### src/rtl/alu_issue_pkg.sv
// alu_issue_pkg: shared constants, instruction field positions and FSM
// state type for the ALU issue/writeback controller.
package alu_issue_pkg;

    localparam int DATA_W   = 16;
    localparam int OPC_W    = 4;
    localparam int REG_W    = 4;
    localparam int NUM_REGS = 16;

    // Instruction word layout: {opcode, rd, rs, rt}
    localparam int OPC_MSB = 15;
    localparam int OPC_LSB = 12;
    localparam int RD_MSB  = 11;
    localparam int RD_LSB  = 8;
    localparam int RS_MSB  = 7;
    localparam int RS_LSB  = 4;
    localparam int RT_MSB  = 3;
    localparam int RT_LSB  = 0;

    localparam logic [OPC_W-1:0] OP_ADD     = 4'd0;
    localparam logic [OPC_W-1:0] OP_SHL     = 4'd1;
    localparam logic [OPC_W-1:0] OP_SHR     = 4'd2;
    localparam logic [OPC_W-1:0] OP_OR      = 4'd3;
    localparam logic [OPC_W-1:0] OP_AND     = 4'd4;
    localparam logic [OPC_W-1:0] OP_ADDI_LO = 4'd5;
    localparam logic [OPC_W-1:0] OP_ADDI_HI = 4'd9;
    localparam logic [OPC_W-1:0] OP_BEQ     = 4'd10;
    localparam logic [OPC_W-1:0] OP_BNE     = 4'd11;
    localparam logic [OPC_W-1:0] OP_MFHI    = 4'd12;
    localparam logic [OPC_W-1:0] OP_MUL     = 4'd13;
    localparam logic [OPC_W-1:0] OP_MFLO    = 4'd14;
    localparam logic [OPC_W-1:0] OP_SUB     = 4'd15;

    typedef enum logic [1:0] {
        ST_IDLE    = 2'd0,
        ST_ISSUE   = 2'd1,
        ST_CAPTURE = 2'd2,
        ST_DONE    = 2'd3
    } state_e;

    function automatic logic is_branch(input logic [OPC_W-1:0] op);
        return (op == OP_BEQ) || (op == OP_BNE);
    endfunction

    function automatic logic is_imm(input logic [OPC_W-1:0] op);
        return (op >= OP_ADDI_LO) && (op <= OP_ADDI_HI);
    endfunction

endpackage

### src/rtl/alu_issue_regfile.sv
// alu_issue_regfile: 16x16 register file.
// Ports: clk_i/reset_i (sync, active-high clear), two combinational read
// ports (ra/rb), one combinational debug read port, one synchronous write
// port (we_i/wa_i/wd_i). Writes to R0 are dropped so R0 always reads 0.
module alu_issue_regfile
    import alu_issue_pkg::*;
(
    input  logic              clk_i,
    input  logic              reset_i,
    input  logic [REG_W-1:0]  ra_addr_i,
    output logic [DATA_W-1:0] ra_data_o,
    input  logic [REG_W-1:0]  rb_addr_i,
    output logic [DATA_W-1:0] rb_data_o,
    input  logic [REG_W-1:0]  dbg_addr_i,
    output logic [DATA_W-1:0] dbg_data_o,
    input  logic              we_i,
    input  logic [REG_W-1:0]  wa_i,
    input  logic [DATA_W-1:0] wd_i
);

    logic [NUM_REGS-1:0][DATA_W-1:0] regs_q;

    // Reset has priority, so a write coinciding with reset is lost.
    always_ff @(posedge clk_i) begin
        if (reset_i) begin
            regs_q <= '0;
        end else if (we_i && (wa_i != '0)) begin
            regs_q[wa_i] <= wd_i;
        end
    end

    assign ra_data_o  = regs_q[ra_addr_i];
    assign rb_data_o  = regs_q[rb_addr_i];
    assign dbg_data_o = regs_q[dbg_addr_i];

endmodule

### src/rtl/alu_issue_ctrl.sv
// alu_issue_ctrl: issue/writeback controller for an external combinational
// ALU. Accepts one instruction per handshake (instr_valid/instr_ready),
// presents registered opcode/operands on alu_*, captures alu_out and flags
// into result/flag_*, writes back to the register file, and reports
// branch decisions for BEQ/BNE via branch_valid/branch_taken with the
// one-cycle done pulse. dbg_addr/dbg_data give a combinational register peek.
module alu_issue_ctrl
    import alu_issue_pkg::*;
(
    input  logic              clk,
    input  logic              reset,
    input  logic              instr_valid,
    output logic              instr_ready,
    input  logic [15:0]       instr,
    output logic [OPC_W-1:0]  alu_opcode,
    output logic [DATA_W-1:0] alu_a,
    output logic [DATA_W-1:0] alu_b,
    input  logic [DATA_W-1:0] alu_out,
    input  logic              alu_zero,
    input  logic              alu_neg,
    input  logic              alu_ovf,
    output logic              done,
    output logic [DATA_W-1:0] result,
    output logic              flag_zero,
    output logic              flag_neg,
    output logic              flag_ovf,
    output logic              branch_valid,
    output logic              branch_taken,
    input  logic [REG_W-1:0]  dbg_addr,
    output logic [DATA_W-1:0] dbg_data
);

    state_e              state_q, state_d;
    logic [OPC_W-1:0]    op_q;
    logic [REG_W-1:0]    rd_q;
    logic [OPC_W-1:0]    alu_opcode_q, alu_opcode_d;
    logic [DATA_W-1:0]   alu_a_q, alu_a_d, alu_b_q, alu_b_d;
    logic [DATA_W-1:0]   result_q;
    logic                flag_zero_q, flag_neg_q, flag_ovf_q, branch_taken_q;

    logic [OPC_W-1:0]    op_in;
    logic [REG_W-1:0]    rd_in, rs_in, rt_in;
    logic [REG_W-1:0]    ra_addr, rb_addr;
    logic [DATA_W-1:0]   ra_data, rb_data;
    logic                accept, capture, wb_en;

    assign op_in = instr[OPC_MSB:OPC_LSB];
    assign rd_in = instr[RD_MSB:RD_LSB];
    assign rs_in = instr[RS_MSB:RS_LSB];
    assign rt_in = instr[RT_MSB:RT_LSB];

    // Branches compare R[rd] against R[rs]; everything else reads rs/rt.
    assign ra_addr = is_branch(op_in) ? rd_in : rs_in;
    assign rb_addr = is_branch(op_in) ? rs_in : rt_in;

    assign instr_ready = (state_q == ST_IDLE) && !reset;
    assign accept      = instr_valid && instr_ready;
    assign capture     = (state_q == ST_CAPTURE);
    assign wb_en       = capture && !is_branch(op_q);

    alu_issue_regfile u_regfile (
        .clk_i      (clk),
        .reset_i    (reset),
        .ra_addr_i  (ra_addr),
        .ra_data_o  (ra_data),
        .rb_addr_i  (rb_addr),
        .rb_data_o  (rb_data),
        .dbg_addr_i (dbg_addr),
        .dbg_data_o (dbg_data),
        .we_i       (wb_en),
        .wa_i       (rd_q),
        .wd_i       (alu_out)
    );

    always_comb begin
        state_d      = state_q;
        alu_opcode_d = alu_opcode_q;
        alu_a_d      = alu_a_q;
        alu_b_d      = alu_b_q;
        case (state_q)
            ST_IDLE: begin
                if (accept) begin
                    state_d      = ST_ISSUE;
                    alu_opcode_d = is_branch(op_in) ? OP_SUB : op_in;
                    alu_a_d      = ra_data;
                    alu_b_d      = is_imm(op_in) ? {{(DATA_W-REG_W){1'b0}}, rt_in} : rb_data;
                end
            end
            ST_ISSUE:   state_d = ST_CAPTURE;
            ST_CAPTURE: state_d = ST_DONE;
            default:    state_d = ST_IDLE;
        endcase
    end

    always_ff @(posedge clk) begin
        if (reset) begin
            state_q        <= ST_IDLE;
            op_q           <= '0;
            rd_q           <= '0;
            alu_opcode_q   <= '0;
            alu_a_q        <= '0;
            alu_b_q        <= '0;
            result_q       <= '0;
            flag_zero_q    <= 1'b0;
            flag_neg_q     <= 1'b0;
            flag_ovf_q     <= 1'b0;
            branch_taken_q <= 1'b0;
        end else begin
            state_q      <= state_d;
            alu_opcode_q <= alu_opcode_d;
            alu_a_q      <= alu_a_d;
            alu_b_q      <= alu_b_d;
            if (accept) begin
                op_q <= op_in;
                rd_q <= rd_in;
            end
            if (capture) begin
                result_q       <= alu_out;
                flag_zero_q    <= alu_zero;
                flag_neg_q     <= alu_neg;
                flag_ovf_q     <= alu_ovf;
                branch_taken_q <= (op_q == OP_BEQ) ? alu_zero :
                                  (op_q == OP_BNE) ? ~alu_zero : 1'b0;
            end
        end
    end

    assign alu_opcode   = alu_opcode_q;
    assign alu_a        = alu_a_q;
    assign alu_b        = alu_b_q;
    assign result       = result_q;
    assign flag_zero    = flag_zero_q;
    assign flag_neg     = flag_neg_q;
    assign flag_ovf     = flag_ovf_q;
    assign branch_taken = branch_taken_q;
    assign done         = (state_q == ST_DONE);
    assign branch_valid = done && is_branch(op_q);

endmodule
### config.mk
export PLATFORM = sky130hd
export DESIGN_NAME = alu_issue_ctrl
export DESIGN_NICKNAME = d
export VERILOG_FILES = /design/src/rtl/alu_issue_pkg.sv /design/src/rtl/alu_issue_regfile.sv /design/src/rtl/alu_issue_ctrl.sv
export SDC_FILE = /design/constraint.sdc
export NUM_CORES = 1
export LEC_CHECK = 0
export CAP_MARGIN = 40
export CORE_MARGIN = 8
export CORE_UTILIZATION = 55
export DETAILED_ROUTE_END_ITERATION = 10
export PLACE_DENSITY_LB_ADDON = 0.08
export SYNTH_ARGS = -nofsm -noshare
export SYNTH_HDL_FRONTEND = slang
export SYNTH_HIERARCHICAL = 1
export SYNTH_SLANG_ARGS = --single-unit
### constraint.sdc
create_clock -name clk -period 3 [get_ports clk]
set_clock_uncertainty 0.05 [all_clocks]
set_input_delay 0.3 -clock clk [delete_from_list [all_inputs] [get_ports clk]]
set_output_delay 0.3 -clock clk [all_outputs]
set_load 0.03 [all_outputs]
==> results.py, run 1 <==
metrics = {
    "worst_setup_path": {
        "rrSetupSlack_ns": 0.36,
        "cp-end-kind": "register",
        "critPathLaunch": "state_q[0]$_SDFFE_PP0P_",
        "critPathKind": "reg2reg",
        "rr_worst_depth": 7,
        "crit_path_end": "u_regfile/regs_q[158]$_SDFFE_PP0P_",
        "crit_arrival_ns": 3.04,
        "crit_fanout": 40,
        "worstPathRequired_ns": 3.40,
        "reg2reg_to": "u_regfile/regs_q[158]$_SDFFE_PP0P_",
        "worstSetupStartpointType": "register",
        "worstReg2RegStart": "state_q[0]$_SDFFE_PP0P_",
    },
    "timing": {
        "finalCritPeriodShare_pct": 88.0,
        "rsz0062_at_grt": "no",
        "max_freq_ghz": 0.379,
        "maxSlewViolCount": 0,
        "relSlewSlack_pct": 37.4,
        "tightest_slew_ns": 0.940,
        "hold_violations": 0,
        "timing.final.ws_setup_ns": 0.360,
        "setup_violations": 0,
        "fin_crit_ns": 2.64,
    },
    "cells_and_area": {
        "nFillCells": 2705,
        "fin_nets": 1906,
        "seqCellArea_sq_um": 6450,
        "multi_input_area_sq_um": 10800,
        "syn2layout_area_growth_pct": 14.8,
        "diodes": 0,
        "layout-drive-gt1-share_pct": 14.9,
    },
    "grt": {
        "grt_overflow": 0,
        "grt_max_degree": 100,
        "gr-usage-all-layers_pct": 32.8,
        "grt_pass1_wl_um": 100000,
        "grt_pass1_vias": 15878,
        "antenna_found_initial": 3,
    },
    "clock_tree": {
        "post_cts_buffers": 0,
        "cts_buffer_depth": 3,
        "ctsHoldBuffers": 0,
        "cts_root_buffer": "clkbuf_16",
        "cts_sinks": 322,
        "clock_latency_ns": 0.52,
        "cts_tree": "built",
        "clk_pin_slew_ns": 0.06,
        "cts_resized": 0,
        "h-tree-depth": 2,
        "cts_buffers": 36,
    },
    "power_and_ir_drop": {
        "power.share.switching_pct": 29.5,
        "p_per_area_nw_per_um2": 499,
        "p_comb_share_pct": 17.2,
        "pwr-share-seq_pct": 41.6,
        "leakagePower_uw": 0.00770,
        "internal-power_uw": 7490,
        "irDropWorstVdd_uv": 421,
        "p_clk_share_pct": 41.2,
        "netSwitchingPower_uw": 3140,
        "p_total_uw": 10600,
    },
    "min_path": {
        "whs_path_depth": 2,
        "hold_path_class": "in2reg",
    },
    "placement": {
        "place.gp.congestion": 0.857,
        "portBuffers": 116,
        "place_hpwl_um": 39900,
        "pre_cts_slack_ns": 0.0316,
    },
    "floorplan": {
        "boundaryPins": 117,
        "fp.coreArea_sq_um": 33400,
        "initial_core_util_pct": 55.7,
        "die_w_um": 200,
        "rows": 67,
        "die_y_um": 200,
        "dieArea_sq_um": 39900,
    },
    "logic_synthesis": {
        "yosys_warnings": 6,
        "synth.distinct_cells": 43,
        "ys_async_sr_fraction_pct": 0,
        "synth.area.top_cells": "dfxtp_1 35%, mux4_1 15%, mux4_2 9.6%",
        "ys.flop_type": "dfxtp_1",
        "synthCells": 1845,
        "yosysTopAreaCell": "dfxtp_1",
        "synth_top_area_share_pct": 34.7,
        "syn_area_sq_um": 18600,
        "synth.avg_cell_area_sq_um": 10.1,
        "synth_commonest_cells": "322 x dfxtp_1, 246 x a21oi_1, 242 x nand3_1",
        "synth_nets": 1890,
        "synth_edf_count": 0,
        "yosysMostFrequentCell": "dfxtp_1",
        "yosysSeqAreaShare_pct": 34.7,
        "ys_seq_elements": 322,
    },
    "detailed_routing": {
        "vias": 16809,
        "routed_wl_um": 66500,
        "wl_per_cell_um": 28.6,
        "dr.pass1.iters": 8,
        "ant_nets": 0,
        "drc": 0,
        "drt_iter0_markers": 2122,
        "viasPerCell": 7.21,
    },
    "flow_run": {
        "maxCapViolCount": 0,
    },
    "outcome": {
        "status": "finished clean",
    },
}
## registers in the layout, indices dropped and copies added, names as in the netlist, 2 cells and up
name / count
rd_q: 4
result: 16
alu_b: 16
op_q: 4
u_regfile/regs_q: 256
alu_opcode: 4
state_q: 2
alu_a: 16
## critical path, stage by stage (launching register included)
cell and delay, ns:
dfxtp_1 0.33, inv_1 0.08, ha_1 0.17, nor2b_1 0.57, and3b_2 0.73, buf_12 0.30
nand3_1 0.13, a21oi_1 0.18
## placed cells by master, fill, tap and decap left out, types with 37 or more instances in the layout
| cell type | n |
|---|---|
| nand2_1 | 105 |
| buf_4 | 67 |
| clkbuf_16 | 37 |
| a22oi_1 | 96 |
| dfxtp_1 | 322 |
| mux4_2 | 79 |
| clkdlybuf4s50_1 | 97 |
| o21ai_0 | 240 |
| nand3_1 | 241 |
| buf_12 | 41 |
| a21oi_1 | 246 |
| mux4_1 | 107 |
## cell families (layout without fill, tap and decap cells)
family / count (synthesis) / count (layout) / share of synthesized area, %
compound gates: 607 / 607 / 18.1
xor+xnor: 1 / 1 / 0.0472
fa+ha+maj: 3 / 3 / 0.202
buf+inv: 231 / 268 / 7.24
flops: 322 / 322 / 34.7
mux: 220 / 220 / 27.1
simple gates: 461 / 461 / 12.6
## layout make-up
class | count | area share, %
Clock buffer | 48 | 4.82
Timing Repair Buffer | 207 | 10.9
Multi-Input combinational cell | 1292 | 50.9
Tap cell | 448 | 2.63
Inverter | 2 | 0.0352
Clock inverter | 11 | 0.523
Sequential cell | 322 | 30.3
## how the worst min path moves through the flow
stage                        endpoint  slack (ns)            startpoint
2_1_floorplan    op_q[0]$_SDFFE_PP0P_        0.35             instr[12]
3_3_place_gp     op_q[3]$_SDFFE_PP0P_        0.39  op_q[3]$_SDFFE_PP0P_
3_5_place_dp     op_q[3]$_SDFFE_PP0P_        0.40  op_q[3]$_SDFFE_PP0P_
4_1_cts         flag_neg$_SDFFE_PP0P_        0.18                 reset
5_1_grt        result[3]$_SDFFE_PP0P_        0.20                 reset
6_report        flag_neg$_SDFFE_PP0P_        0.18                 reset
## routing by layer
layer / GRT usage (%) / vias to the layer above / part of all wire (%)
li1: - / 7145 / -
met1: 45.1 / 8288 / 40
met2: 50.3 / 1194 / 45
met3: 7.56 / 176 / 12
met4: 12.4 / 6 / 3.5
met5: 0 / - / 0.062
## through the flow
step	instance area [sq um]	util (%)	cells	hold slack, ns	TNS [ns]
2_1_floorplan	18600	-	1845	0.349	0
3_3_place_gp	20100	60.4	2268	0.389	-0.602
3_5_place_dp	20200	60.5	2271	0.401	0
4_1_cts	21300	63.9	2330	0.179	0
5_1_grt	21300	63.9	2330	0.199	0
6_report	21300	63.9	2330	0.178	0
## power by group through the flow
stage	logic, uW	registers, uW	clock network [uW]
after floorplan	993	4570	0
after global placement	1750	4510	0
after detailed placement	1780	4520	0
after CTS	1780	4420	4400
after global routing	1870	4430	4600
final	1830	4420	4380
(Power assumes the default switching activity.)
==> run 2, diff against run 1 <==
--- a/config.mk
+++ b/config.mk
@@ -6,8 +6,9 @@
 export NUM_CORES = 1
 export LEC_CHECK = 0
 export CAP_MARGIN = 40
+export CORE_ASPECT_RATIO = 1.5
 export CORE_MARGIN = 8
-export CORE_UTILIZATION = 55
+export CORE_UTILIZATION = 35
 export DETAILED_ROUTE_END_ITERATION = 10
 export PLACE_DENSITY_LB_ADDON = 0.08
 export SYNTH_ARGS = -nofsm -noshare
==> constraint.sdc (replaced) <==
create_clock -name clk -period 3 [get_ports clk]
set_clock_uncertainty 0.05 [all_clocks]
set_input_delay 0.6 -clock clk [delete_from_list [all_inputs] [get_ports clk]]
set_output_delay 0.6 -clock clk [all_outputs]
set_load 0.03 [all_outputs]
==> results.py, run 2 (synthesis results as in run 1) <==
metrics = {
    "outcome": {
        "status": "finished clean",
    },
    "timing": {
        "hold_violations": 0,
        "timing.final.ws_setup_ns": 0.0220,
        "maxSlewViolCount": 0,
        "max_freq_ghz": 0.336,
        "finalSetupTns_ns": 0,
        "tightest_slew_ns": 0.996,
        "fin_crit_ns": 2.98,
        "relSlewSlack_pct": 33.6,
        "finalCritPeriodShare_pct": 99.3,
        "setup_violations": 0,
        "rsz0062_at_grt": "no",
    },
    "cells_and_area": {
        "layout_commonest_cell": "dfxtp_1",
        "mostFrequentLayoutCells": "322 x dfxtp_1, 246 x a21oi_1, 241 x nand3_1",
        "fin_nets": 1946,
        "stdcell_area_sq_um": 22200,
        "syn2layout_area_growth_pct": 19.7,
        "layout-drive-gt1-share_pct": 17.2,
        "largest_reg_flops": 256,
        "largest-register": "u_regfile/regs_q",
        "diodes": 0,
    },
    "clock_tree": {
        "clock_latency_ns": 0.54,
        "ctsHoldBuffers": 0,
        "cts_root_buffer": "clkbuf_16",
        "h-tree-depth": 2,
        "cts_buffer_depth": 3,
        "cts_buffers": 35,
        "cts_sinks": 322,
        "cts_tree": "built",
        "clk_pin_slew_ns": 0.06,
    },
    "placement": {
        "place_hpwl_um": 48500,
        "place.gp.congestion": 0.843,
        "placed_area_sq_um": 21000,
        "pre_cts_slack_ns": -0.359,
        "portBuffers": 116,
    },
    "detailed_routing": {
        "routed_wl_um": 76900,
        "vias": 16589,
        "ant_nets": 0,
        "viasPerCell": 6.36,
        "drt_iter0_markers": 1471,
        "dr.pass1.iters": 7,
        "wl_per_cell_um": 29.5,
        "drc": 0,
    },
    "worst_setup_path": {
        "crit_arrival_ns": 2.33,
        "path_common_cell": "buf_4",
        "worstSetupStartpointType": "input pin",
        "slowest_stage": "mux4_1",
        "critPathTopFamily": "buffers and inverters",
        "worstPathRequired_ns": 2.35,
        "max_stage_delay_ns": 0.57,
        "worst-path-buf-inv": 3,
        "critPathKind": "in2out",
        "cp-end-kind": "output port",
        "crit_chain": "buf_4 > buf_4 > mux4_1 > a22oi_1 > nand2_1 > buf_12",
        "crit_fanout": 9,
    },
    "grt": {
        "grt_util_met1_pct": 29.4,
        "gr-usage-all-layers_pct": 24.5,
        "met2_usage_pct": 42.1,
        "grt_max_degree": 194,
        "grt_use_met3_pct": 3.79,
        "grt-busiest-layer": "met2",
        "antenna_found_initial": 0,
        "grt_overflow": 0,
        "grt_pass1_vias": 16242,
        "grt_pass1_wl_um": 113000,
    },
    "floorplan": {
        "initial_core_util_pct": 35.3,
        "boundaryPins": 117,
        "rows": 103,
        "die_y_um": 298,
        "dieArea_sq_um": 60800,
        "fp.coreArea_sq_um": 52600,
        "die_w_um": 204,
    },
    "power_and_ir_drop": {
        "p_per_area_nw_per_um2": 497,
        "leakagePower_uw": 0.00802,
        "p_total_uw": 11100,
        "irDropWorstVdd_uv": 456,
    },
    "min_path": {
        "hold_path_class": "in2reg",
    },
    "flow_run": {
        "maxCapViolCount": 0,
    },
}
run 2: layout make-up:
type,instances,area (sq um)
repair buffers,248,2830
multi-input cells,1292,10900
clock buffers,51,1080
well taps,682,853
clock inverters,11,141
inverters,2,7.51
flip-flops and latches,322,6450
fillers,5081,30400
run 2: through the flow:
| step | hold WS (ns) | utilization [%] | cells |
|---|---|---|---|
| 2_1_floorplan | 0.382 | - | 1845 |
| 3_3_place_gp | 0.389 | 39.8 | 2542 |
| 3_5_place_dp | 0.401 | 39.9 | 2546 |
| 4_1_cts | 0.374 | 42.3 | 2608 |
| 5_1_grt | 0.402 | 42.3 | 2608 |
| 6_report | 0.383 | 42.3 | 2608 |
run 2: final timing paths:
kind / from / endpoint / slack (ns) / cells past startpoint
setup / recovery: dbg_addr[0] / dbg_data[0] / 0.02 / 6
hold / removal: reset / flag_ovf$_SDFFE_PP0P_ / 0.38 / 2
setup reg to reg: state_q[0]$_SDFFE_PP0P_ / u_regfile/regs_q[26]$_SDFFE_PP0P_ / 0.55 / 7
hold reg to reg: op_q[3]$_SDFFE_PP0P_ / op_q[3]$_SDFFE_PP0P_ / 0.41 / 2
run 2: timing repair:
item	in CTS	in global routing
gates resized for setup	0	1
buffers inserted	0	0
endpoints found under the setup margin	0	1
run 2: routing by layer:
layer / wire length [um] / share of wire [%]
met1: 30100 / 39
met2: 38300 / 50
met3: 4470 / 5.8
met4: 4000 / 5.2
met5: 0 / 0
run 2: power breakdown:
group          internal, uW  total (uW)  switching, uW  leakage, uW
clock                  2760        4640           1880     0.000595
combinational           661        1990           1330      0.00482
sequential             4350        4420           68.8      0.00260
total                  7770       11100           3280      0.00802
